==> src/rtl/alu_issue.sv <==
// alu_issue: issue/writeback sequencer between fetch/register file and the ALU.
// One RV32I integer-ALU instruction in flight at a time:
// IDLE -> DECODE -> ISSUE -> WAIT -> WB -> IDLE.
// Ports:
//   clk, rst               clock, asynchronous active-high reset
//   in_valid/in_ready      fetch handshake carrying in_instr and in_pc
//   rs1_addr/rs2_addr      register-file read addresses (data returns same cycle)
//   rs1_data/rs2_data      register-file read data
//   alu_instr/op1/op2      instruction and operands presented to the ALU
//   alu_enable             single-cycle issue strobe
//   alu_exec/alu_result    ALU response, valid the cycle after alu_enable
//   wb_en/wb_addr/wb_data  register-file write port
//   illegal                one-cycle pulse when an instruction is rejected
//   busy                   sequencer is not idle
//   retire_cnt             completed ALU instructions, wraps modulo 2^32
module alu_issue (
  input  logic        clk,
  input  logic        rst,
  input  logic        in_valid,
  output logic        in_ready,
  input  logic [31:0] in_instr,
  input  logic [31:0] in_pc,
  output logic [4:0]  rs1_addr,
  output logic [4:0]  rs2_addr,
  input  logic [31:0] rs1_data,
  input  logic [31:0] rs2_data,
  output logic [31:0] alu_instr,
  output logic [31:0] alu_op1,
  output logic [31:0] alu_op2,
  output logic        alu_enable,
  input  logic        alu_exec,
  input  logic [31:0] alu_result,
  output logic        wb_en,
  output logic [4:0]  wb_addr,
  output logic [31:0] wb_data,
  output logic        illegal,
  output logic        busy,
  output logic [31:0] retire_cnt
);

  localparam int unsigned XLEN = 32;
  localparam int unsigned RAW  = 5;
  localparam int unsigned OPW  = 7;

  localparam logic [OPW-1:0] OP_R     = 7'b0110011;
  localparam logic [OPW-1:0] OP_I     = 7'b0010011;
  localparam logic [OPW-1:0] OP_LUI   = 7'b0110111;
  localparam logic [OPW-1:0] OP_AUIPC = 7'b0010111;

  typedef enum logic [2:0] {
    S_IDLE   = 3'd0,
    S_DECODE = 3'd1,
    S_ISSUE  = 3'd2,
    S_WAIT   = 3'd3,
    S_WB     = 3'd4
  } state_t;

  state_t state, state_next;

  logic [XLEN-1:0] instr_q;
  logic [XLEN-1:0] pc_q;
  logic [XLEN-1:0] rs1_val, rs2_val;
  logic [XLEN-1:0] op1_next, op2_next;
  logic            decode_legal;
  logic            accept;

  // Opcodes the ALU path handles; everything else is rejected.
  function automatic logic is_alu_op(input logic [OPW-1:0] op);
    return (op == OP_R) || (op == OP_I) || (op == OP_LUI) || (op == OP_AUIPC);
  endfunction

  assign accept       = (state == S_IDLE) && in_valid;
  assign decode_legal = is_alu_op(instr_q[6:0]);

  // State register.
  always_ff @(posedge clk or posedge rst) begin
    if (rst) state <= S_IDLE;
    else     state <= state_next;
  end

  // Next-state logic.
  always_comb begin
    state_next = state;
    unique case (state)
      S_IDLE:   if (in_valid) state_next = S_DECODE;
      S_DECODE: state_next = decode_legal ? S_ISSUE : S_IDLE;
      S_ISSUE:  state_next = S_WAIT;
      S_WAIT:   state_next = alu_exec ? S_WB : S_IDLE;
      S_WB:     state_next = S_IDLE;
      default:  state_next = S_IDLE;
    endcase
  end

  // State-decoded outputs; in_ready also drops as soon as rst rises.
  always_comb begin
    in_ready = 1'b0;
    busy     = 1'b1;
    rs1_addr = '0;
    rs2_addr = '0;
    unique case (state)
      S_IDLE: begin
        in_ready = !rst;
        busy     = 1'b0;
      end
      S_DECODE: begin
        rs1_addr = instr_q[19:15];
        rs2_addr = instr_q[24:20];
      end
      default: ;
    endcase
  end

  // Operand selection; register x0 always reads as zero.
  always_comb begin
    rs1_val  = (instr_q[19:15] == RAW'(0)) ? '0 : rs1_data;
    rs2_val  = (instr_q[24:20] == RAW'(0)) ? '0 : rs2_data;
    op1_next = '0;
    op2_next = '0;
    unique case (instr_q[6:0])
      OP_R: begin
        op1_next = rs1_val;
        op2_next = rs2_val;
      end
      OP_I: begin
        op1_next = rs1_val;
        // Shift-immediates carry shamt in [24:20]; funct7 bits are not part of the value.
        if (instr_q[14:12] == 3'b001 || instr_q[14:12] == 3'b101)
          op2_next = XLEN'(instr_q[24:20]);
        else
          op2_next = {{20{instr_q[31]}}, instr_q[31:20]};
      end
      OP_LUI: begin
        op1_next = {instr_q[31:12], 12'b0};
        op2_next = '0;
      end
      OP_AUIPC: begin
        op1_next = {instr_q[31:12], 12'b0};
        op2_next = pc_q;
      end
      default: ;
    endcase
  end

  // Registered datapath and strobes.
  always_ff @(posedge clk or posedge rst) begin
    if (rst) begin
      instr_q    <= '0;
      pc_q       <= '0;
      alu_instr  <= '0;
      alu_op1    <= '0;
      alu_op2    <= '0;
      alu_enable <= 1'b0;
      wb_en      <= 1'b0;
      wb_addr    <= '0;
      wb_data    <= '0;
      illegal    <= 1'b0;
      retire_cnt <= '0;
    end else begin
      alu_enable <= 1'b0;
      wb_en      <= 1'b0;
      illegal    <= 1'b0;

      // Opcode check at accept so the reject pulse lands in the DECODE cycle.
      if (accept) begin
        instr_q <= in_instr;
        pc_q    <= in_pc;
        illegal <= !is_alu_op(in_instr[6:0]);
      end

      if (state == S_DECODE && decode_legal) begin
        alu_instr  <= instr_q;
        alu_op1    <= op1_next;
        alu_op2    <= op2_next;
        alu_enable <= 1'b1;
      end

      if (state == S_WAIT) begin
        if (alu_exec) begin
          wb_addr    <= instr_q[11:7];
          wb_data    <= alu_result;
          wb_en      <= (instr_q[11:7] != RAW'(0));
          retire_cnt <= retire_cnt + XLEN'(1);
        end else begin
          illegal <= 1'b1;
        end
      end
    end
  end

endmodule

==> config.mk <==
export PLATFORM = sky130hd
export DESIGN_NAME = alu_issue
export DESIGN_NICKNAME = d
export VERILOG_FILES = /design/src/rtl/alu_issue.sv
export SDC_FILE = /design/constraint.sdc
export NUM_CORES = 1
export LEC_CHECK = 0
export BUFFER_PORTS_ARGS = -buffer_cell sky130_fd_sc_hd__buf_2
export CAP_MARGIN = 20
export CORE_MARGIN = 8
export CORE_UTILIZATION = 50
export DETAILED_ROUTE_END_ITERATION = 10
export MAX_ROUTING_LAYER = met4
export PLACE_DENSITY = 0.89
export SYNTH_ARGS = -nofsm -noshare
export SYNTH_HDL_FRONTEND = slang
export SYNTH_SLANG_ARGS = --single-unit
export TNS_END_PERCENT = 20
==> constraint.sdc <==
create_clock -name clk -period 10.6 [get_ports clk]
set_input_delay 1.59 -clock clk [delete_from_list [all_inputs] [get_ports clk]]
set_output_delay 1.59 -clock clk [all_outputs]
set_load 0.005 [all_outputs]
==> reports/qor.yml, run 1 <==
pwr:
  ir_worst_vdd_mv: 0.195
  p_comb_share_pct: 23.0
  clkPwrFrac_pct: 30.6
  pwr-share-seq_pct: 46.4
  p_sw_w: 0.000816
  internal_power_w: 0.00202
  p_leak_nw: 6.58
  power.density_mw_per_mm2: 228
  total_power_w: 0.00284
  switching_share_pct: 28.8
sta:
  drv_slew: 0
  tightest_slew_ns: 1.01
  rsz0062_at_grt: "no"
  maxSlewHeadroom_pct: 32.8
  timing.final.crit_share_pct: 33.4
  skew_ns: 0.0182
  setup_violations: 0
  hold_violations: 0
  max_freq_mhz: 282
  fin_crit_ns: 3.54
  fin_setup_tns_ns: 0
yosys:
  synth_area_leaders: "dfrtp_1 (61%), mux2_2 (10%), nand2_1 (5.8%), a221o_1 (5.4%), xnor2_1 (2.5%)"
  synth_xor_area_share_pct: 2.80
  ys_seq_area_share_pct: 60.6
  yosysWarningCount: 0
  synth-main-ff-cell: "dfrtp_1"
  ys_ff_latch: 235
  synth_compound_area_share_pct: 8.06
  yosys.area_share.adder_pct: 0.129
  synth-simple-area-share_pct: 14.4
  avgSynthCellArea_um2: 12.3
  synth.distinct_cells: 43
  syn_area_mm2: 0.00970
  yosysMostFrequentCell: "dfrtp_1"
  synth_top_family_by_area: "simple AND/OR/NAND/NOR gates"
  synth_top_area_cell: "dfrtp_1"
  synthArstFlopShare_pct: 100
  netlist_top_cells_count: "dfrtp_1 (235), nand2_1 (151), mux2_2 (86)"
  syn-instance-count: 786
  synth_top_cell_area_share_pct: 60.6
  synth.area.mux_share_pct: 11.1
  synth-edff-count: 0
  syn_nets: 951
critical_path:
  end_kind: "primary output"
  cp_slowest_cell: "buf_2"
  worst-r2r-setup-slack_ns: 7.28
  crit_fanout: 2
  arrival_ns: 1.95
  r2r-start: "instr_q[0]"
  crit_type: "primary input to primary output"
  reg2reg_depth: 6
  crit-reg2reg-capture: "alu_op1[21]"
  critPathTopFamily: "buffers and inverters"
  max_stage_delay_ns: 0.14
  worstSetupStartpointType: "primary input"
  crit_buf_inv: 2
  crit_chain: "buf_2 > nor2_1 > buf_2"
  cp_common_cell: "buf_2"
  required_ns: 9.01
route:
  drc: 0
  antenna_left: 0
  routed_wl_um: 28600
  avgRoutedWirePerCell_um: 20.4
  drtIter0Drc: 500
  routed_via_density: 5.50
  vias: 7723
  first_pass_iters: 4
clocking:
  clk_latency_ns: 0.52
  numCtsBuffers: 25
  cts_root_buffer: "clkbuf_16"
  cts.path.max_buffers: 3
  cts_hold_buf: 0
  cts.sinks: 235
  postCtsSetupBuffers: 0
  cts_tree: "done"
  cts_max_level: 1
  cts.clk_slew.worst_paths_ns: 0.06
  cts-resized-gates: 0
placed_design:
  port_buffers: 343
  hpwl_um: 20100
  place_congestion: 0.845
finish:
  final_util_pct: 64.6
  final_nets: 1283
  synthToLayoutAreaGrowth_pct: 28.4
  drive_gt1_share_pct: 43.0
worst_hold_path:
  hold_end: "alu_instr[1]"
  hp-class: "register to register"
  hold_path_depth: 1
  holdCritStartpoint: "alu_instr[1]"
die:
  die_w_um: 155
  coreArea_mm2: 0.0193
  start_util_pct: 50.3
  io_pins: 344
  row_count: 51
  die_y_um: 155
  dieArea_mm2: 0.0241
global_route:
  grt_pass1_vias: 8007
  grt_first_pass_wirelength_um: 44000
  antenna_found_initial: 6
  grt_start_max_net_pins: 102
  grt_overflow: 0
  groute.usage.overall_pct: 23.4
outcome:
  status: "completed"
flow_run:
  maxCapViolCount: 0
cells by family (layout without fill, tap and decap cells):
family	after synthesis	after routing
flip-flops	235	235
AND/OR/NAND/NOR	272	272
XOR/XNOR	31	31
AO/OA/AOI/OAI	95	95
adder cells (fa/ha/maj)	1	1
buffers and inverters	56	403
other	0	6
multiplexers	96	96
cell type report:
class / count / area (um2)
multi-input combinational: 495 / 3550
sequential: 235 / 5880
timing repair buffer: 353 / 1830
clock buffer: 33 / 676
antenna: 6 / 15.0
clock inverter: 9 / 126
tap: 265 / 332
fill: 1447 / 6820
inverter: 8 / 37.5
cells in the final DEF (no fill, tap or decap), types with 5 or more instances in the layout:
| master | n |
|---|---|
| mux2_2 | 86 |
| xnor2_1 | 28 |
| nand2_1 | 151 |
| a22o_1 | 12 |
| nor2_1 | 16 |
| buf_4 | 8 |
| clkbuf_16 | 25 |
| buf_2 | 343 |
| mux2i_1 | 5 |
| nand3_1 | 9 |
| nand2b_1 | 5 |
| nand4b_1 | 10 |
| nand4_1 | 18 |
| inv_1 | 6 |
| a221o_1 | 52 |
| and3_1 | 23 |
| clkbuf_1 | 6 |
| and2_1 | 14 |
| mux2_1 | 5 |
| dfrtp_1 | 235 |
| a21oi_1 | 29 |
| diode_2 | 6 |
sequential cells by signal, indices dropped and copies added, names as in the netlist:
signal	cells
illegal	1
instr_q	32
alu_enable	1
wb_data	32
pc_q	32
retire_cnt	32
wb_addr	5
state	3
alu_instr	32
alu_op2	32
alu_op1	32
wb_en	1
metrics by stage:
stage	cell area, um2	hold WS (ns)	std cells	setup slack [ns]
after floorplan	9700	0.458	786	2.56
after global placement	11600	0.446	1354	7.07
after detailed placement	11600	0.447	1356	7.07
after CTS	12400	0.465	1398	7.05
after global routing	12500	0.483	1404	6.97
final	12500	0.461	1404	7.06
per-layer routing:
| metal | vias up | global-route usage (%) | routed length, um | part of all wire (%) |
|---|---|---|---|---|
| met4 | 0 | 11.7 | 1390 | 4.9 |
| met5 | - | - | 0 | 0 |
| met3 | 87 | 4.08 | 1750 | 6.1 |
| li1 | 3454 | - | - | - |
| met1 | 3861 | 27.7 | 11100 | 39 |
| met2 | 321 | 38.3 | 14400 | 50 |
power by group through the flow:
stage | clock network (W) | registers, W | logic [W]
after floorplan | 0 | 0.00131 | 0.000316
after global placement | 0 | 0.00131 | 0.000631
after detailed placement | 0 | 0.00132 | 0.000656
after CTS | 0.000884 | 0.00131 | 0.000662
after global routing | 0.000918 | 0.00135 | 0.000706
final | 0.000867 | 0.00132 | 0.000652
how the worst max path moves through the flow:
| stage | startpoint | endpoint | slack (ns) | depth (start not counted) |
|---|---|---|---|---|
| floorplan | rst | alu_enable | 2.56 | 1 |
| global placement | rst | in_ready | 7.07 | 3 |
| detailed placement | rst | in_ready | 7.07 | 3 |
| CTS | state[1] | rs2_addr[1] | 7.05 | 3 |
| global route | state[1] | rs2_addr[2] | 6.97 | 3 |
| finish | rst | in_ready | 7.06 | 3 |
Power figures use the tool's default switching activity.
==> run 2, diff against run 1 <==
Clock period 10.6 ns to 3.3 ns, I/O delays scaled along.
==> reports/qor.yml, run 2 (synthesis results as in run 1) <==
outcome:
  status: "completed"
pwr:
  ir_worst_vdd_mv: 0.574  # +190%
  total_power_w: 0.00901  # +220%
  power.density_mw_per_mm2: 720  # +220%
  p_leak_nw: 6.63  # +0.69%
die:
  coreArea_mm2: 0.0193  # unchanged
  start_util_pct: 50.3  # unchanged
  die_w_um: 155  # unchanged
  dieArea_mm2: 0.0241  # unchanged
  die_y_um: 155  # unchanged
  row_count: 51  # unchanged
  io_pins: 344  # unchanged
critical_path:
  reg2reg_depth: 7  # +1
  required_ns: 3.69  # -5.32 ns
  cp_slowest_cell: "dfrtp_1"
  arrival_ns: 2.87  # +0.92 ns
  r2r-start: "state[0]"
  crit-reg2reg-capture: "alu_op1[21]"
  crit_fanout: 39  # +37
  max_stage_delay_ns: 0.44  # +0.30 ns
  end_kind: "register"
  worst-r2r-setup-slack_ns: 0.82  # -6.46 ns
  crit_type: "register to register"
  worstSetupStartpointType: "register"
  crit_chain: "nor3b_4 > buf_4 > nand3_4 > buf_4 > inv_1 > and3_1 > a221o_1"
  cp_common_cell: "buf_4"
route:
  antenna_left: 0  # unchanged
  highest-signal-layer: "met4"
  routed_via_density: 5.47  # -0.63%
  avgRoutedWirePerCell_um: 20.4  # -0.14%
  drtIter0Drc: 452  # -9.6%
  wl_met3_um: 1650  # -5.9%
  wl_met2_um: 14700  # +2.3%
  vias: 7702  # -0.27%
  drc: 0  # unchanged
  first_pass_iters: 4  # unchanged
  wl_met1_um: 11300  # +1.9%
  routed_wl_um: 28700  # +0.21%
flow_run:
  maxCapViolCount: 0  # unchanged
sta:
  drv_slew: 0  # unchanged
  setup_violations: 0  # unchanged
  fin_crit_ns: 2.48
  timing.final.crit_share_pct: 75.1
  skew_ns: 0.00936  # -0.00887 ns
  max_freq_mhz: 403
  maxSlewHeadroom_pct: 29.3  # -3.5 points
  rsz0062_at_grt: "no"
  hold_violations: 0  # unchanged
  tightest_slew_ns: 1.06  # +0.0529 ns
finish:
  fillers: 1454  # +0.48%
  drive_gt1_share_pct: 43.6  # +0.66 points
  final_cells: 1409  # +0.36%
  synthToLayoutAreaGrowth_pct: 29.0
  final_common_cell: "buf_2"
  final_util_pct: 64.9  # +0.31 points
  mostFrequentLayoutCells: "buf_2 (343), dfrtp_1 (235), nand2_1 (151), mux2_2 (86), a221o_1 (52)"
  final_nets: 1292  # +0.70%
clocking:
  cts_root_buffer: "clkbuf_16"
  cts.clk_slew.worst_paths_ns: 0.06  # about the same
  cts_hold_buf: 0  # unchanged
  cts-resized-gates: 0  # unchanged
  clk_latency_ns: 0.51  # about the same
  cts_tree: "done"
  cts.path.max_buffers: 3  # unchanged
  postCtsSetupBuffers: 0  # unchanged
  cts_max_level: 1  # unchanged
  cts.sinks: 235  # unchanged
  numCtsBuffers: 25  # unchanged
placed_design:
  place_congestion: 0.878  # +3.8%
  dp.cells: 1363  # +0.52%
  port_buffers: 343  # unchanged
  hpwl_um: 20600  # +2.8%
worst_hold_path:
  hold_end: "wb_data[18]"
  hold_path_depth: 3  # +2
  holdCritStartpoint: "alu_result[18]"
  hp-class: "primary input to register"
global_route:
  grt_overflow: 0  # unchanged
  grt_pass1_vias: 8104  # +1.2%
  grt_start_max_net_pins: 60  # -41%
  groute.usage.overall_pct: 23.8  # +0.38 points
  grt_first_pass_wirelength_um: 44600  # +1.3%
  antenna_found_initial: 3  # -3
## run 2: changes by cell type in the layout (fill, tap and decap cells not counted), moves of 2 or more
cell and change:
buf_12 +4, buf_16 -2, buf_4 +6, bufinv_16 -2, clkbuf_1 -4, clkbuf_8 +5, diode_2 -3
## run 2: cell type report
type | instances | area, um2 | share of cell area, %
antenna | 3 | 7.51 | 0.0600
clock buffer | 34 | 729 | 5.83
clock inverter | 7 | 62.6 | 0.500
timing repair buffer | 362 | 1910 | 15.3
tap | 265 | 332 | 2.65
inverter | 8 | 33.8 | 0.270
sequential | 235 | 5880 | 47.0
multi-input combinational | 495 | 3550 | 28.4
## run 2: critical path: cells and delay by family, from the launching register on
kind	cells	cell delay (ns)
AOI/OAI and AO/OA	1	0.27
and+or+nand+nor	3	0.64
buffers and inverters	3	1.00
DFF	1	0.44
## run 2: how the worst max path moves through the flow
stage / slack (ns) / cells past startpoint / start / end
finish: 0.82 / 7 / state[0] / alu_op1[21]
global route: 0.67 / 7 / state[0] / alu_op1[21]
CTS: 0.84 / 7 / state[0] / alu_op1[21]
detailed placement: 0.83 / 5 / alu_exec / retire_cnt[25]
global placement: 0.95 / 5 / alu_exec / retire_cnt[31]
floorplan: -0.27 / 1 / rst / alu_enable
## run 2: metrics by stage
| stage | hold WS (ns) | setup slack [ns] | setup TNS [ns] | area (um2) |
|---|---|---|---|---|
| 2_1_floorplan | 0.458 | -0.273 | -64.13 | 9700 |
| 4_1_cts | 0.155 | 0.837 | 0 | 12500 |
| 5_1_grt | 0.163 | 0.674 | 0 | 12500 |
| 6_report | 0.180 | 0.821 | 0 | 12500 |
| 3_5_place_dp | 0.453 | 0.833 | 0 | 11700 |
| 3_3_place_gp | 0.445 | 0.949 | 0 | 11700 |
## run 2: report_power, final
part	internal, W	switching [W]
Combinational	0.00114	0.000956
Clock	0.00161	0.00108
Sequential	0.00370	0.000533
## run 2: metal layers
layer	GRT usage, %	vias up
li1	-	3477
met5	-	-
met2	40.3	289
met1	28.1	3869
met4	9.20	0
met3	4.02	67
